`config.mk`:
```
export PLATFORM = sky130hd
export DESIGN_NAME = pc_fetch_unit
export DESIGN_NICKNAME = d
export VERILOG_FILES = /design/src/rtl/pc_fetch_unit_pkg.sv /design/src/rtl/pc_fetch_unit_fetch_buf.sv /design/src/rtl/pc_fetch_unit.sv
export SDC_FILE = /design/constraint.sdc
export NUM_CORES = 1
export LEC_CHECK = 0
export ABC_CLOCK_PERIOD_IN_PS = 5800
export CAP_MARGIN = 30
export CORE_UTILIZATION = 53
export DETAILED_ROUTE_END_ITERATION = 6
export PLACE_DENSITY = 0.8
export SLEW_MARGIN = 25
export SYNTH_ARGS = -nofsm -noshare
export SYNTH_HDL_FRONTEND = slang
export SYNTH_HIERARCHICAL = 1
export SYNTH_SLANG_ARGS = --single-unit
```
`constraint.sdc`:
```
create_clock -name clk -period 5.8 [get_ports clk]
set_input_delay 1.16 -clock clk [delete_from_list [all_inputs] [get_ports clk]]
set_output_delay 1.16 -clock clk [all_outputs]
set_load 0.02 [all_outputs]
```
`src/rtl/pc_fetch_unit_pkg.sv`:
```
// Shared types and constants for the instruction-fetch slice: reset/chip-enable
// encodings, bus widths, the buffered {pc,inst} entry and the PC increment.
package pc_fetch_unit_pkg;

  localparam logic        RST_ENABLE    = 1'b1;
  localparam logic        CHIP_ENABLE   = 1'b1;
  localparam logic        CHIP_DISABLE  = 1'b0;
  localparam int          INST_ADDR_W   = 32;
  localparam int          INST_W        = 32;
  localparam logic [31:0] ZERO_WORD     = 32'h0000_0000;
  localparam logic [31:0] PC_RESET_ADDR = 32'h0000_0000;

  typedef logic [INST_ADDR_W-1:0] inst_addr_t;
  typedef logic [INST_W-1:0]      inst_t;

  // One fetch-buffer slot: the instruction word tagged with its own address.
  typedef struct packed {
    inst_addr_t pc;
    inst_t      inst;
  } fetch_entry_t;

  // Sequential PC step; wraps modulo 2^32.
  function automatic inst_addr_t pc_incr(input inst_addr_t pc);
    return pc + inst_addr_t'(4);
  endfunction

endpackage

```
`src/rtl/pc_fetch_unit_fetch_buf.sv`:
```
// fetch_buf: DEPTH-entry synchronous FIFO of {pc,inst} entries.
// Pointers wrap at DEPTH (power of two); flush clears both pointers and count.
// The head output holds its last shown value while the FIFO is empty.
module fetch_buf
  import pc_fetch_unit_pkg::*;
#(
  parameter  int DEPTH = 2,
  localparam int PTR_W = (DEPTH > 1) ? $clog2(DEPTH) : 1,
  localparam int CNT_W = $clog2(DEPTH + 1)
) (
  input  logic               clk,
  input  logic               rst,
  input  logic               push,
  input  logic               pop,
  input  logic               flush,
  input  fetch_entry_t       din,
  output fetch_entry_t       dout,
  output logic [CNT_W-1:0]   count
);

  fetch_entry_t     mem [DEPTH];
  fetch_entry_t     head_q;
  logic [PTR_W-1:0] wr_ptr;
  logic [PTR_W-1:0] rd_ptr;

  // Entry storage write.
  // NOTE: the storage array is deliberately not reset; every slot is qualified
  // by count, so only the pointers and count need a reset value.
  always_ff @(posedge clk) begin
    if (push) mem[wr_ptr] <= din;
  end

  // Pointer and occupancy bookkeeping; reset and flush both empty the buffer.
  // NOTE: sequential state uses non-blocking assignments so every register
  // samples pre-edge values regardless of statement order.
  always_ff @(posedge clk) begin
    if (rst == RST_ENABLE || flush) begin
      wr_ptr <= '0;
      rd_ptr <= '0;
      count  <= '0;
    end else begin
      if (push) wr_ptr <= wr_ptr + PTR_W'(1);
      if (pop)  rd_ptr <= rd_ptr + PTR_W'(1);
      count <= count + CNT_W'(push) - CNT_W'(pop);
    end
  end

  // Remember the last presented head so an empty buffer shows a stable value.
  always_ff @(posedge clk) begin
    if (rst == RST_ENABLE) head_q <= '{pc: ZERO_WORD, inst: ZERO_WORD};
    else                   head_q <= dout;
  end

  // Head selection: live entry when occupied, otherwise the held value.
  always_comb begin
    // NOTE: combinational outputs get a default first so no path infers a latch.
    dout = head_q;
    if (count != '0) dout = mem[rd_ptr];
  end

endmodule

```
`src/rtl/pc_fetch_unit.sv`:
```
// pc_fetch_unit: owns the PC, drives the instruction ROM, buffers {pc,inst}
// pairs in fetch_buf and presents them to ID with a valid/ready handshake.
// A redirect from ID flushes the buffer and reloads the PC.
// Optional build macro FETCH_MISALIGN_EN: a misaligned redirect target is loaded
// as-is and raises a sticky fetch_fault_o that halts further fetching.
module pc_fetch_unit
  import pc_fetch_unit_pkg::*;
#(
  parameter logic [31:0] RESET_PC = PC_RESET_ADDR,
  parameter int          DEPTH    = 2
) (
  input  logic        clk,
  input  logic        rst,
  output logic        rom_ce_o,
  output logic [31:0] rom_addr_o,
  input  logic [31:0] rom_inst_i,
  input  logic        branch_flag_i,
  input  logic [31:0] branch_target_address_i,
  output logic        id_valid_o,
  input  logic        id_ready_i,
  output logic [31:0] id_pc_o,
  output logic [31:0] id_inst_o,
  output logic        fetch_fault_o
);

  localparam int CNT_W = $clog2(DEPTH + 1);

  inst_addr_t       pc;
  inst_addr_t       target;
  logic             halt;
  logic             push;
  logic             pop;
  logic [CNT_W-1:0] count;
  fetch_entry_t     head;
  fetch_entry_t     entry_in;

`ifdef FETCH_MISALIGN_EN
  // Sticky fault on a redirect to a non-word-aligned target; cleared only by reset.
  always_ff @(posedge clk) begin
    if (rst == RST_ENABLE)                                   fetch_fault_o <= 1'b0;
    else if (branch_flag_i && branch_target_address_i[1:0] != 2'b00) fetch_fault_o <= 1'b1;
  end

  assign target = branch_target_address_i;
  assign halt   = fetch_fault_o;
`else
  // Without fault support the target is simply word-aligned.
  assign target        = branch_target_address_i & ~inst_addr_t'(3);
  assign halt          = 1'b0;
  assign fetch_fault_o = 1'b0;
`endif

  // Handshake control: a redirect suppresses both consumption and capture.
  always_comb begin
    pop  = id_valid_o & id_ready_i & ~branch_flag_i;
    push = rom_ce_o & ~branch_flag_i & ~halt & ((count != CNT_W'(DEPTH)) | pop);
  end

  // ROM enable comes up on the first edge out of reset.
  always_ff @(posedge clk) begin
    if (rst == RST_ENABLE) rom_ce_o <= CHIP_DISABLE;
    else                   rom_ce_o <= CHIP_ENABLE;
  end

  // PC: redirect wins, otherwise step only when the current fetch is captured.
  always_ff @(posedge clk) begin
    if (rst == RST_ENABLE) pc <= RESET_PC;
    else if (branch_flag_i) pc <= target;
    else if (push)          pc <= pc_incr(pc);
  end

  assign rom_addr_o = pc;
  assign entry_in   = '{pc: pc, inst: rom_inst_i};

  fetch_buf #(.DEPTH(DEPTH)) u_fetch_buf (
    .clk   (clk),
    .rst   (rst),
    .push  (push),
    .pop   (pop),
    .flush (branch_flag_i),
    .din   (entry_in),
    .dout  (head),
    .count (count)
  );

  assign id_valid_o = (count != '0);
  assign id_pc_o    = head.pc;
  assign id_inst_o  = head.inst;

endmodule

```
After elaboration in Yosys (flattened, before gate mapping)
Memories as Yosys holds them, arrays and structs flattened. A register that Yosys moved wholly into a read port is not among the register bits.
Cells that the tools add are included.
{ "totals": {"reg_bits": 101, "ramBits": 128, "inputBits": 68, "output_inout_bits": 99, "wordCells": 33, "mem_count": 1} }
{ "memory_table": {"columns": ["name", "depth", "word_bits", "rd", "rd_ports_with_merged_regs", "write_ports", "line", "text"], "rows": [
  ["u_fetch_buf.mem", 2, 64, 1, 1, 1, "pc_fetch_unit_fetch_buf.sv:21", "fetch_entry_t mem [DEPTH];"]
]} }
{ "op_classes": {"add_sub_neg": 5, "n_eq_ne": 1, "mux": 8, "n_bitwise": 6, "n_reduce_logical": 4} }
{ "ops": {"columns": ["operator", "n"], "rows": [
  ["32-bit two-way mux", 2],
  ["64-bit two-way mux", 1],
  ["32-bit by 3-bit adder with 32-bit output, second input constant", 1],
  ["1-bit two-way mux", 5],
  ["1-bit AND", 4],
  ["2-bit nonzero test", 2],
  ["1-bit adder, second input constant", 2],
  ["2-bit by 1-bit adder with 2-bit output", 1],
  ["2-bit != test, second input constant", 1],
  ["2-bit OR reduction", 1],
  ["2-bit by 1-bit subtractor with 2-bit output", 1],
  ["1-bit logical OR", 1],
  ["1-bit NOT", 1],
  ["1-bit OR", 1]
]} }

Depth between registers and ports, before layout
{ "depth": {"word_depth": 7, "mapped_depth": 8, "ltp_nobuf": 7} }

Modules after synthesis
Netlist, hierarchy kept.
{ "by_module_without_submodules": {"columns": ["module", "instances", "cells_per_inst", "area_per_inst_um2", "seq_area_each_um2"], "rows": [
  ["fetch_buf", 1, 511, 7688.6, 5225.0],
  ["pc_fetch_unit", 1, 231, 1863.0, 620.6]
]} }

Worst setup path before layout
Ideal clock, no wire load.
{ "synth_timing": {"path_type": "input-to-reg", "from": "in branch_flag_i", "to": "mem u_fetch_buf/mem[0][0] (netlist bit), enable pin", "setup_time_ns": 0.494, "t_arrival_ns": 4.651, "t_required_ns": 5.306, "path_slack_ns": 0.655, "cell_stages": 4, "path_buffers": 2, "cell_sequence": "clkbuf_1 > clkbuf_1 > nor2_1 > nor2b_1"} }
{ "synth_via": {"elab_chain_len": 6, "elab_cells_between_ends": 7} }
{ "synth_rtl": {"columns": ["element", "line", "text"], "rows": [
  ["start: declaration", "pc_fetch_unit.sv:17", "input logic branch_flag_i,"],
  ["1-bit NOT *", "pc_fetch_unit.sv:55, pc_fetch_unit.sv:56", null],
  ["1-bit AND", "pc_fetch_unit.sv:55", "pop = id_valid_o & id_ready_i & ~branch_flag_i;"],
  ["1-bit OR", "pc_fetch_unit.sv:56", "push = rom_ce_o & ~branch_flag_i & ~halt & ((count != CNT_W'(DEPTH)) | pop);"],
  ["1-bit AND *", "pc_fetch_unit.sv:56", null],
  ["via push", "pc_fetch_unit.sv:31", "logic push;"],
  ["1-bit two-way mux *", "pc_fetch_unit_fetch_buf.sv:30", "if (push) mem[wr_ptr] <= din;"],
  ["1-bit two-way mux (not written as such) *", "pc_fetch_unit_fetch_buf.sv:30", null],
  ["end: declaration", "pc_fetch_unit_fetch_buf.sv:21", null]
]} }
Mark *: on every way through the listed nets, which the timed path passes. The rest lies on a longest branch.

==> run summary <==
Worst-path clk slew: 60 ps
minimum clock period: 4080 ps
root buffer cell: clkbuf_16
critical path required time: 4640 ps
post-synthesis average cell area: 12.9 µm²
Synth Warn #: 6
Sw Share: 24.2%
share of cells above drive strength 1: 13.1%
final period utilization: 70.4%
gpl congestion: 0.829
max cap viols: 0
WP buf/inv: 2
Sw Pwr: 0.932 mW
area of the core: 17,500 µm²
unique cell type count in the Yosys netlist: 49
DR vias/cell: 5.65
Chip Height: 136 µm
Crit Reg-Reg Endpoint: u_fetch_buf/mem[0][60]$_DFFE_PP_
CP max FO: 45
Peak VDD IR: 0.000271 V
vias in the first global route: 6,061
R2R depth: 6
number of gates resized after cts: 0
IO Pins: 167
drt total wl: 20.3 mm
# H-tree levels: 1
Max Buffers Root-to-Sink: 3
CP top delay family: buffers and inverters
first-pass GRT wire length: 31.4 mm
Die X: 136 µm
FMAX: 245 MHz
Post-synth ARST share: 0%
ANT cells: 0
Slowest-stage cell, CP: dfxtp_4
worst hold start: rom_addr_o[16]$_SDFFE_PP0P_
pin count of the biggest net entering global routing: 80
post-route insts no fill: 1,128
CP arrival: 2920 ps
worst r2r src: u_fetch_buf/count[0]$_SDFF_PP0_
CTS buffer count: 24
WL per Instance: 18.0 µm
# fillers: 1,296
Power Total: 3.85 mW
placed cells: 1,082
commonest register cell after synthesis: edfxtp_1
Power Dens Cells: 320 nW/µm²
Fin Clk Skew: 13.6 ps
EDFF count, synth: 128
later-pin clock latency in the skew report: 500 ps
Slew Limit Headroom: 38.7%
CP startpoint kind: flip-flop
Total Routing Usage GR: 21.7%
CTS Sinks: 228
GRT Residual Overflow: 0
Synth area leader: edfxtp_1
full die area: 18,600 µm²
Initial Util: 54.7%
power share of the sequential group: 47.5%
drt first pass iters: 5
row cnt: 48
Clk pwr share: 39.0%
Slew Viols, Final: 0
post-synthesis sequential area ratio: 61.2%
Setup CP Type: flip-flop to output pin
CTS tree: built
Hold Path End: u_fetch_buf/mem[1][48]$_DFFE_PP_
postcts setup bufs: 0
crit path capture type: output pin
Post-Syn Instances: 742
Vias: 6,373
hold_ws: 529 ps
outcome: finished clean
Yosys top cell area share: 40.2%
Internal Power: 2.91 mW
ANT nets after route: 0
Synth Cell Area: 9550 µm²
Fin. Hold Viols: 0
1st-iter DRT viols: 323
hold_buf cts: 0
flop2flop setup slack: 2470 ps
HPWL after DPL: 12.1 mm
initial antenna violation count: 0
Setup Viol. Count Final: 0
static leakage: 4.03 nW
RSZ-0062 raised after global routing: no
max incr delay on CP: 900 ps
Worst Hold Class: flip-flop to flip-flop
number of nets in the layout: 956
Comb power frac: 13.5%
FF+latch count, synth: 228
Area growth syn-to-layout: 25.8%
largest cells by area after synthesis: edfxtp_1, dfxtp_1, a211oi_2, mux2i_1, a21oi_1
CP cell instances: buf_4, mux2i_1, a21oi_1, clkdlybuf4s50_1
DRC Markers: 0
Worst Hold Depth: 0
slew at the pin with the worst max-slew slack: 920 ps
setup TNS: 0 ps
Port Buf Inserts: 161
cell families (layout without fill, tap and decap cells):
kind of cell             count (synthesis)  count (layout)  synth area share (%)
flip-flops                             228             228                  61.2
AO/OA/AOI/OAI                          174             174                  14.4
AND/OR/NAND/NOR                        162             162                  9.33
buffers and inverters                   77             232                  4.66
multiplexers                            69              69                  7.23
XOR/XNOR                                28              28                  2.71
adder cells (fa/ha/maj)                  3               3                 0.393
other                                    1               7                0.0393
flip-flops by register name, indices dropped and copies added, names as in the netlist, named ones only:
| name | cells |
|---|---|
| rom_ce_o | 1 |
| u_fetch_buf/wr_ptr | 1 |
| u_fetch_buf/count | 2 |
| rom_addr_o | 30 |
| u_fetch_buf/head_q | 64 |
| u_fetch_buf/mem | 128 |
| u_fetch_buf/rd_ptr | 1 |
worst max-delay path by stage:
stage | cells after the start | from | slack [ps] | endpoint
after floorplan | 4 | branch_flag_i | 660 | u_fetch_buf/mem[0][0]$_DFFE_PP_
after global placement | 6 | id_ready_i | 1920 | u_fetch_buf/mem[0][60]$_DFFE_PP_
after detailed placement | 6 | id_ready_i | 1890 | u_fetch_buf/mem[0][60]$_DFFE_PP_
after CTS | 4 | flip-flop | 1660 | id_pc_o[14]
after global routing | 4 | flip-flop | 1570 | id_inst_o[15]
final | 4 | flip-flop | 1720 | id_inst_o[20]
worst reg2reg max path, stage by stage, from the launching register on:
cell	delay (ps)
dfxtp_2	330
buf_4	610
or3b_1	340
nand2_1	270
nor2_1	370
nor2b_4	730
buf_12	340
routing by layer:
| metal | GRT usage [%] | share of wire (%) | up-vias |
|---|---|---|---|
| li1 | - | - | 3068 |
| met1 | 28.4 | 44 | 3059 |
| met2 | 37.1 | 48 | 212 |
| met3 | 4.06 | 6.6 | 34 |
| met4 | 5.06 | 1.6 | 0 |
| met5 | 0 | 0 | - |
layout make-up:
cell class	instances	area, µm²	share of cell area (%)
clock inverters	13	93.8	0.781
multi-input cells	443	3300	27.4
repair buffers	170	1720	14.3
flip-flops and latches	228	5850	48.7
inverters	18	67.6	0.563
clock buffers	31	699	5.82
well taps	225	282	2.34
cell usage after synthesis, types with 6 or more instances:
master / number
edfxtp_1: 128
dfxtp_1: 100
a21oi_1: 78
nor3_1: 72
mux2i_1: 69
a211oi_2: 56
buf_2: 26
inv_1: 18
nand2_1: 17
xnor2_1: 17
clkbuf_1: 15
nand3_1: 13
o21a_1: 12
buf_6: 10
xor2_1: 10
a211oi_1: 9
nor2_1: 9
and3_1: 8
nand4_1: 8
and2_1: 7
o21ai_0: 6
layout by cell type (no fill, tap or decap), drive strengths merged, types with 2 or more instances in the layout:
master         synthesis  routed
edfxtp               128     128
nor4                   4       4
o21a                  12      12
and2                   7       7
xnor2                 17      17
a21o                   2       2
nand4                  9       9
o22ai                  4       4
nand2                 17      17
nor2b                  4       4
nand3                 13      13
or2                    5       5
mux2i                 69      69
nor2                   9       9
conb                   1       7
clkinv                 0      11
buf                   44      11
and3                   8       8
clkbuf                15      31
a211oi                65      65
clkdlybuf4s50          0     159
nor3b                  4       4
a22oi                  2       2
a21oi                 79      79
ha                     3       3
inv                   18      18
o21ai                  6       6
dfxtp                100     100
and4                   3       3
and4b                  2       2
nor3                  72      72
a2111oi                2       2
xor2                  10      10
power groups by stage:
stage / Sequential [mW] / Combinational (mW) / Clock (mW)
after floorplan: 1.87 / 0.284 / 0
after global placement: 1.86 / 0.512 / 0
after detailed placement: 1.86 / 0.517 / 0
after CTS: 1.83 / 0.521 / 1.53
after global routing: 1.83 / 0.559 / 1.59
final: 1.83 / 0.521 / 1.50
per-stage QoR:
stage               area (µm²)  worst slack (ps)  utilization [%]
finish                   12000              1720             68.7
global route             12000              1570             68.7
CTS                      12000              1660             68.5
detailed placement       11200              1890             64.0
global placement         11200              1920             64.0
floorplan                 9570               655                -
(Power assumes the default switching activity.)
